File: config.mk
export PLATFORM = sky130hd
export DESIGN_NAME = wom_write_buffer
export DESIGN_NICKNAME = d
export VERILOG_FILES = /design/src/rtl/wom_write_buffer.sv
export SDC_FILE = /design/constraint.sdc
export NUM_CORES = 1
export LEC_CHECK = 0
export CAP_MARGIN = 40
export CORE_MARGIN = 8
export CORE_UTILIZATION = 27
export DETAILED_ROUTE_END_ITERATION = 10
export DONT_BUFFER_PORTS = 1
export PLACE_DENSITY = 0.47
export SETUP_SLACK_MARGIN = 0.3
export SLEW_MARGIN = 20
export SYNTH_ARGS = -nofsm -noshare
export SYNTH_HDL_FRONTEND = slang
export SYNTH_SLANG_ARGS = --single-unit
File: constraint.sdc
create_clock -name CLK -period 3.43 [get_ports CLK]
set_input_delay 0.5145 -clock CLK [delete_from_list [all_inputs] [get_ports CLK]]
set_output_delay 0.5145 -clock CLK [all_outputs]
set_load 0.02 [all_outputs]
File: src/rtl/wom_write_buffer.sv
// Posts AHB writes into a small FIFO that drains into a shared single-port RAM when the core is not reading.
// Core reads win the port and are forwarded from pending entries (1-cycle latency); wr_ready drops when the FIFO is full.
module wom_write_buffer #(
   parameter int DEPTH = 4,
   parameter int AW    = 10,
   parameter int DW    = 16
) (
   input  logic          CLK,
   input  logic          RST,
   input  logic [AW-1:0] wr_addr,
   input  logic [DW-1:0] wr_data,
   input  logic          wr_en,
   output logic          wr_ready,
   output logic          wr_ovf,
   input  logic          core_re,
   input  logic [AW-1:0] core_addr,
   output logic [DW-1:0] core_rdata,
   output logic [AW-1:0] ram_addr,
   output logic [DW-1:0] ram_wdata,
   output logic          ram_we,
   input  logic [DW-1:0] ram_rdata
);

   localparam int PW = $clog2(DEPTH);
   localparam int CW = PW + 1;
   localparam logic [CW-1:0] FULL = CW'(DEPTH);

   logic [AW-1:0] ent_addr_q [DEPTH];
   logic [DW-1:0] ent_data_q [DEPTH];

   logic [PW-1:0] head_q, head_d;
   logic [PW-1:0] tail_q, tail_d;
   logic [CW-1:0] count_q, count_d;
   logic          ovf_q, ovf_d;
   logic          fwd_hit_q, fwd_hit_d;
   logic [DW-1:0] fwd_data_q, fwd_data_d;

   logic          push;
   logic          pop;
   logic [PW-1:0] idx;

   assign wr_ready = (count_q != FULL);
   assign push     = wr_en && wr_ready;
   assign pop      = !core_re && (count_q != '0);

   always_comb begin
      head_d  = head_q;
      tail_d  = tail_q;
      count_d = count_q;
      ovf_d   = ovf_q;
      if (pop) begin
         head_d = head_q + 1'b1;
      end
      if (push) begin
         tail_d = tail_q + 1'b1;
      end
      if (push && !pop) begin
         count_d = count_q + 1'b1;
      end else if (!push && pop) begin
         count_d = count_q - 1'b1;
      end
      if (wr_en && !wr_ready) begin
         ovf_d = 1'b1;
      end
   end

   // Walk from head towards tail so the newest matching entry overrides older ones.
   always_comb begin
      fwd_hit_d  = 1'b0;
      fwd_data_d = '0;
      idx        = '0;
      for (int i = 0; i < DEPTH; i++) begin
         idx = head_q + PW'(i);
         if (core_re && (CW'(i) < count_q) && (ent_addr_q[idx] == core_addr)) begin
            fwd_hit_d  = 1'b1;
            fwd_data_d = ent_data_q[idx];
         end
      end
   end

   always_ff @(posedge CLK or posedge RST) begin
      if (RST) begin
         head_q     <= '0;
         tail_q     <= '0;
         count_q    <= '0;
         ovf_q      <= 1'b0;
         fwd_hit_q  <= 1'b0;
         fwd_data_q <= '0;
      end else begin
         head_q     <= head_d;
         tail_q     <= tail_d;
         count_q    <= count_d;
         ovf_q      <= ovf_d;
         fwd_hit_q  <= fwd_hit_d;
         fwd_data_q <= fwd_data_d;
      end
   end

   // Entry storage is left uncleared by reset; count=0 already marks it empty.
   always_ff @(posedge CLK) begin
      if (push) begin
         ent_addr_q[tail_q] <= wr_addr;
         ent_data_q[tail_q] <= wr_data;
      end
   end

   assign ram_we     = pop;
   assign ram_addr   = core_re ? core_addr : ent_addr_q[head_q];
   assign ram_wdata  = ent_data_q[head_q];
   assign wr_ovf     = ovf_q;
   assign core_rdata = fwd_hit_q ? fwd_data_q : ram_rdata;

endmodule

==> Yosys cells after proc, flatten, opt, wreduce, memory -nomap -nowiden <==
Memory sizes are Yosys's and may differ from the RTL's.
Cells that the tools add are included.
{ "op_classes": {"n_addsub": 6, "order_cmp": 4, "eq_ne": 5, "muxes": 14, "n_reduce_logical": 19} }
{ "op_table": {"columns": ["op", "n"], "rows": [
  ["16-bit 2-to-1 mux", 5],
  ["10-bit == test", 4],
  ["1-bit logical AND", 13],
  ["10-bit 2-to-1 mux", 1],
  ["1-bit by 3-bit less-than comparator with 1-bit output, first input constant", 2],
  ["2-bit by 3-bit less-than comparator with 1-bit output, first input constant", 2],
  ["1-bit 2-to-1 mux", 6],
  ["3-bit 2-to-1 mux", 2],
  ["2-bit by 1-bit adder with 2-bit output, second input constant", 2],
  ["2-bit adder, second input constant", 2],
  ["1-bit zero test", 4],
  ["3-bit by 1-bit adder with 3-bit output, second input constant", 1],
  ["3-bit != test, second input constant", 1],
  ["3-bit nonzero test", 1],
  ["3-bit by 1-bit subtractor with 3-bit output, second input constant", 1],
  ["2-bit nonzero test", 1]
]} }
{ "totals": {"register_bits": 25, "ramBits": 104, "out_inout_bits": 45, "word_cells": 56, "n_memories": 2} }
{ "mem_list": {"columns": ["name", "depth", "word_bits", "rd", "rd_clocked_by_memory_dff", "wr", "line", "text"], "rows": [
  ["ent_data_q", 4, 16, 4, 0, 1, "29", "logic [DW-1:0] ent_data_q [DEPTH];"],
  ["ent_addr_q", 4, 10, 4, 0, 1, "28", "logic [AW-1:0] ent_addr_q [DEPTH];"]
]} }

==> Depth between registers and ports, before layout <==
Gate-level depths: netlist (run 1).
{ "depth": {"depth_word": 7, "mapped_depth": 13} }

==> Worst setup path after synthesis (run 1) <==
No wires, ideal clock.
{ "synth_timing": {"kind": "reg-to-output", "start": "register head_q[1]", "end": "output port ram_wdata[15]", "arrival_ps": 2056, "t_required_ps": 2915, "path_slack_ps": 859, "stages_incl_launch_ff": 10, "path_buffers": 6, "cell_sequence": "dfrtp_1 buf_6 buf_8 buf_12 buf_6 clkbuf_1 buf_2 mux2_2 nor2_1 a21oi_1"} }
{ "synth_between": {"elab_chain_len": 1} }
{ "synth_rtl": {"columns": ["element", "line", "text"], "rows": [
  ["start: declaration", "31", "logic [PW-1:0] head_q, head_d;"],
  ["start signal: assignment", "83", "head_q <= '0;"],
  ["start signal: assignment", "90", "head_q <= head_d;"],
  ["memory read 4 x 16 bit", null, null],
  ["end: declaration", "19", "output logic [DW-1:0] ram_wdata,"]
]} }
Every way passes these cells.

==> Worst setup path in the final report (run 1) <==
{ "layout_timing": {"start": "register head_q[0]", "end": "register fwd_data_q[7]"} }
{ "layout_between": {"elab_chain_len": 7, "elab_cells_between_ends": 17, "classes_between": "add/sub: 3; eq/ne: 4; mux: 4; reduce/logical: 4; memory: 2"} }
{ "layout_rtl": {"columns": ["element", "line", "text"], "rows": [
  ["2-bit by 1-bit adder with 2-bit output or memory read 4 x 10 bit (tied branches)", null, null],
  ["memory read 4 x 10 bit or 10-bit == test (tied branches)", null, null],
  ["10-bit == test or 1-bit logical AND (tied branches)", "74", "if (core_re && (CW'(i) < count_q) && (ent_addr_q[idx] == core_addr)) begin"],
  ["1-bit logical AND or 16-bit 2-to-1 mux (tied branches)", "74", null],
  ["16-bit 2-to-1 mux (2 in a row)", "74", null],
  ["16-bit 2-to-1 mux *", "74", null],
  ["net fwd_data_d[7]", "36", "logic [DW-1:0] fwd_data_q, fwd_data_d;"],
  ["end signal: assignment", "95", "fwd_data_q <= fwd_data_d;"],
  ["end: declaration", "36", null]
]} }
Mark *: on every way through the listed nets, which the timed path passes. The rest lies on a longest branch.
A chain may end at the register's enable or synchronous reset.

==> results_dict.tcl, run 1 <==
set metrics [dict create \
    track_usage_pct 13.28 \
    path_class "reg2reg" \
    slew_viol_final 0 \
    crit_fanout 30 \
    num_antenna_cells 0 \
    fin_crit_ns 2.996 \
    drc 0 \
    antenna_found_initial 0 \
    grt_pass1_vias 5865 \
    relSlewSlack_pct 58.02 \
    ir_drop_mv 0.3556 \
    holdWs_ns 0.1772 \
    vias 5423 \
    p_leak_nw 3.254 \
    cp-startpoint "head_q[0]" \
    drive_gt1_share_pct 32.09 \
    grt_pass1_wl_mm 35.63 \
    maxCapViolations 0 \
    ant_nets 0 \
    area_growth_pct 15.57 \
    nNetsFinal 722 \
    netlist_area_mm2 0.007955 \
    setup_viol 0 \
    fin_crit_sh_pct 87.34 \
    max_freq_ghz 0.3338 \
    setup_tns_ns 0 \
    routed_via_density 5.116 \
    synth_nets 708 \
    die_h_um 187.7 \
    grt_overflow 0 \
    startpoint_type "register" \
    cp.required_ns 3.73 \
    htreeDepth 4 \
    final_common_cell "edfxtp_1" \
    synthArstFlopShare_pct 19.38 \
    port_buffers 0 \
    clock_skew_ns 0.007948 \
    yosysWarnings 0 \
    p_per_area_mw_per_mm2 859.6 \
    wirelength_mm 23.37 \
    dr.pass1.iters 5 \
    arrival_ns 3.30 \
    synth-seq-area-share_pct 47.12 \
    r2r-start "head_q[0]" \
    cts_tree "built" \
    min_from "wr_addr[1]" \
    tightest_slew_ns 0.6297 \
    cts.clk_slew.worst_paths_ns 0.06 \
    clock_sinks 129 \
    io_pins 101 \
    synth_top_flop_cell "edfxtp_1" \
    coreArea_mm2 0.02932 \
    synthCells 643 \
    placementRows 63 \
    cts_buffers 17 \
    clk-insertion-delay-late_ns 0.43 \
    wl_per_cell_um 22.05 \
    dp_hpwl_mm 15.78 \
    hold_viol 0 \
    first_iter_violations 351 \
    initial_utilization_pct 27.13 \
    synthDistinctLibCells 63 \
    min_path_type "in2reg" \
    ys_seq_elements 129 \
    clockBufferDepth 2 \
    rsz0062_at_grt "false" \
    layout_common_cells "edfxtp_1, mux2_2, nor2_1" \
    end_kind "register" \
    synth_edf_count 104 \
    die-area_mm2 0.03521 \
    synth_area_per_cell_um2 12.37 \
    clockRootBuffer "clkbuf_16" \
    die_w_um 187.7 \
    grt_max_degree 66 \
    place_congestion 0.8458 \
    outcome "finished, final reports clean" \
]
==> metrics by stage <==
step / std cells / worst slack (ns) / cell area (um2) / power (W) / utilization (%)
after floorplan: 643 / 0.8594 / 7955 / 0.005068 / -
after global placement: 1016 / 0.2358 / 8418 / 0.005811 / 28.71
after detailed placement: 1018 / 0.1735 / 8461 / 0.005915 / 28.85
after CTS: 1052 / 0.3290 / 9109 / 0.007878 / 31.06
after global routing: 1060 / 0.3117 / 9194 / 0.008344 / 31.35
final: 1060 / 0.4342 / 9194 / 0.007903 / 31.35
==> Yosys cell counts (all sizes together), types with 2 or more instances <==
master | number | share of area, %
xor2 | 14 | 1.5
mux2i | 44 | 5.7
nor4 | 5 | 0.77
nand2b | 2 | 0.16
xnor2 | 30 | 3.4
clkbuf | 16 | 0.75
dfrtp | 25 | 7.9
o211ai | 3 | 0.28
and3 | 4 | 0.31
buf | 34 | 3.1
o31a | 2 | 0.22
mux2 | 88 | 12
o22ai | 2 | 0.16
a21oi | 26 | 2.2
o221ai | 32 | 3.5
mux4 | 10 | 2.8
inv | 12 | 0.57
a31oi | 2 | 0.16
a221o | 2 | 0.25
nor2 | 57 | 2.7
nand3 | 5 | 0.31
nor3 | 5 | 0.44
nand4 | 3 | 0.24
o21ai | 15 | 0.99
edfxtp | 104 | 39
a22oi | 31 | 3.6
and2 | 3 | 0.24
a31o | 2 | 0.22
nand2 | 37 | 1.8
ha | 9 | 1.4
a21o | 2 | 0.19
a2111oi | 3 | 0.88
==> per-layer routing <==
metal	vias to the layer above	global-route usage [%]	part of all wire, %
met5	-	0	0
met4	0	6.333	2.4
met3	42	4.383	6.3
met2	151	22.20	50
met1	2738	15.13	41
li1	2492	-	-
==> where the power goes <==
group | switching (W) | internal [W] | total [W] | leakage [nW]
registers | 0.000212 | 0.00203 | 0.00225 | 1.28
clock network | 0.000695 | 0.00122 | 0.00191 | 0.297
logic | 0.00223 | 0.00152 | 0.00375 | 1.68
total | 0.00314 | 0.00476 | 0.00790 | 3.25
==> worst max-delay path, cell delays in order, from the launching register on <==
cell and delay (ns):
dfrtp_2 0.50, buf_4 0.27, mux4_2 0.53, xor2_1 0.18, nor3_1 0.21, o211ai_1 0.26, nor2_2 0.21, nand2_1 0.08
buf_6 0.19, o221ai_1 0.28, a22oi_2 0.13
==> path summary, 6_finish.rpt <==
| path | to | slack, ns | depth (start not counted) |
|---|---|---|---|
| worst min-delay path | ent_addr_q[2][1] | 0.18 | 0 |
| max in group asynchronous | head_q[0] | 2.32 | 4 |
| worst max register to register | fwd_data_q[7] | 0.43 | 10 |
| worst min register to register | count_q[0] | 0.58 | 1 |
| worst max-delay path | fwd_data_q[7] | 0.43 | 10 |
| min in group asynchronous | wr_ovf | 0.48 | 2 |
==> cell families (layout without fill, tap and decap cells) <==
group / Yosys count / in the layout / synth area share, %
mux: 142 / 142 / 20.97
flops: 129 / 129 / 47.12
fa+ha+maj: 9 / 9 / 1.416
compound gates: 132 / 132 / 13.83
simple gates: 125 / 125 / 7.361
xor+xnor: 44 / 44 / 4.939
buf+inv: 62 / 89 / 4.372
==> flip-flops by register name (all words and copies together), names as in the netlist <==
register    flops
count_q         3
ent_addr_q     40
ent_data_q     64
fwd_data_q     16
fwd_hit_q       1
head_q          2
tail_q          2
wr_ovf          1
==> cell type report <==
class	count	area [um2]
fillers	2927	20130
inverters	12	45.04
multi-input cells	452	3881
well taps	390	488.0
repair buffers	45	407.9
clock inverters	13	185.2
flip-flops and latches	129	3754
clock buffers	19	432.9
==> repair_timing <==
item	CTS	global route
buffers inserted	1	8
endpoints found under the setup margin	32	16
gates resized for setup	2	6
endpoints found under the hold margin	5	0
hold buffers	1	0
(Power assumes the default switching activity.)
==> run 2: changes to the inputs <==
Settings changed: HOLD_SLACK_MARGIN set to 0.08.
==> results of run 2 <==
Final layout, timing and power as in run 1 (identical DEF).
==> run 3: changes to the inputs <==
Settings changed: CTS_CLUSTER_DIAMETER set to 200.
==> results of run 3 <==
Final layout, timing and power as in run 1 (identical DEF).
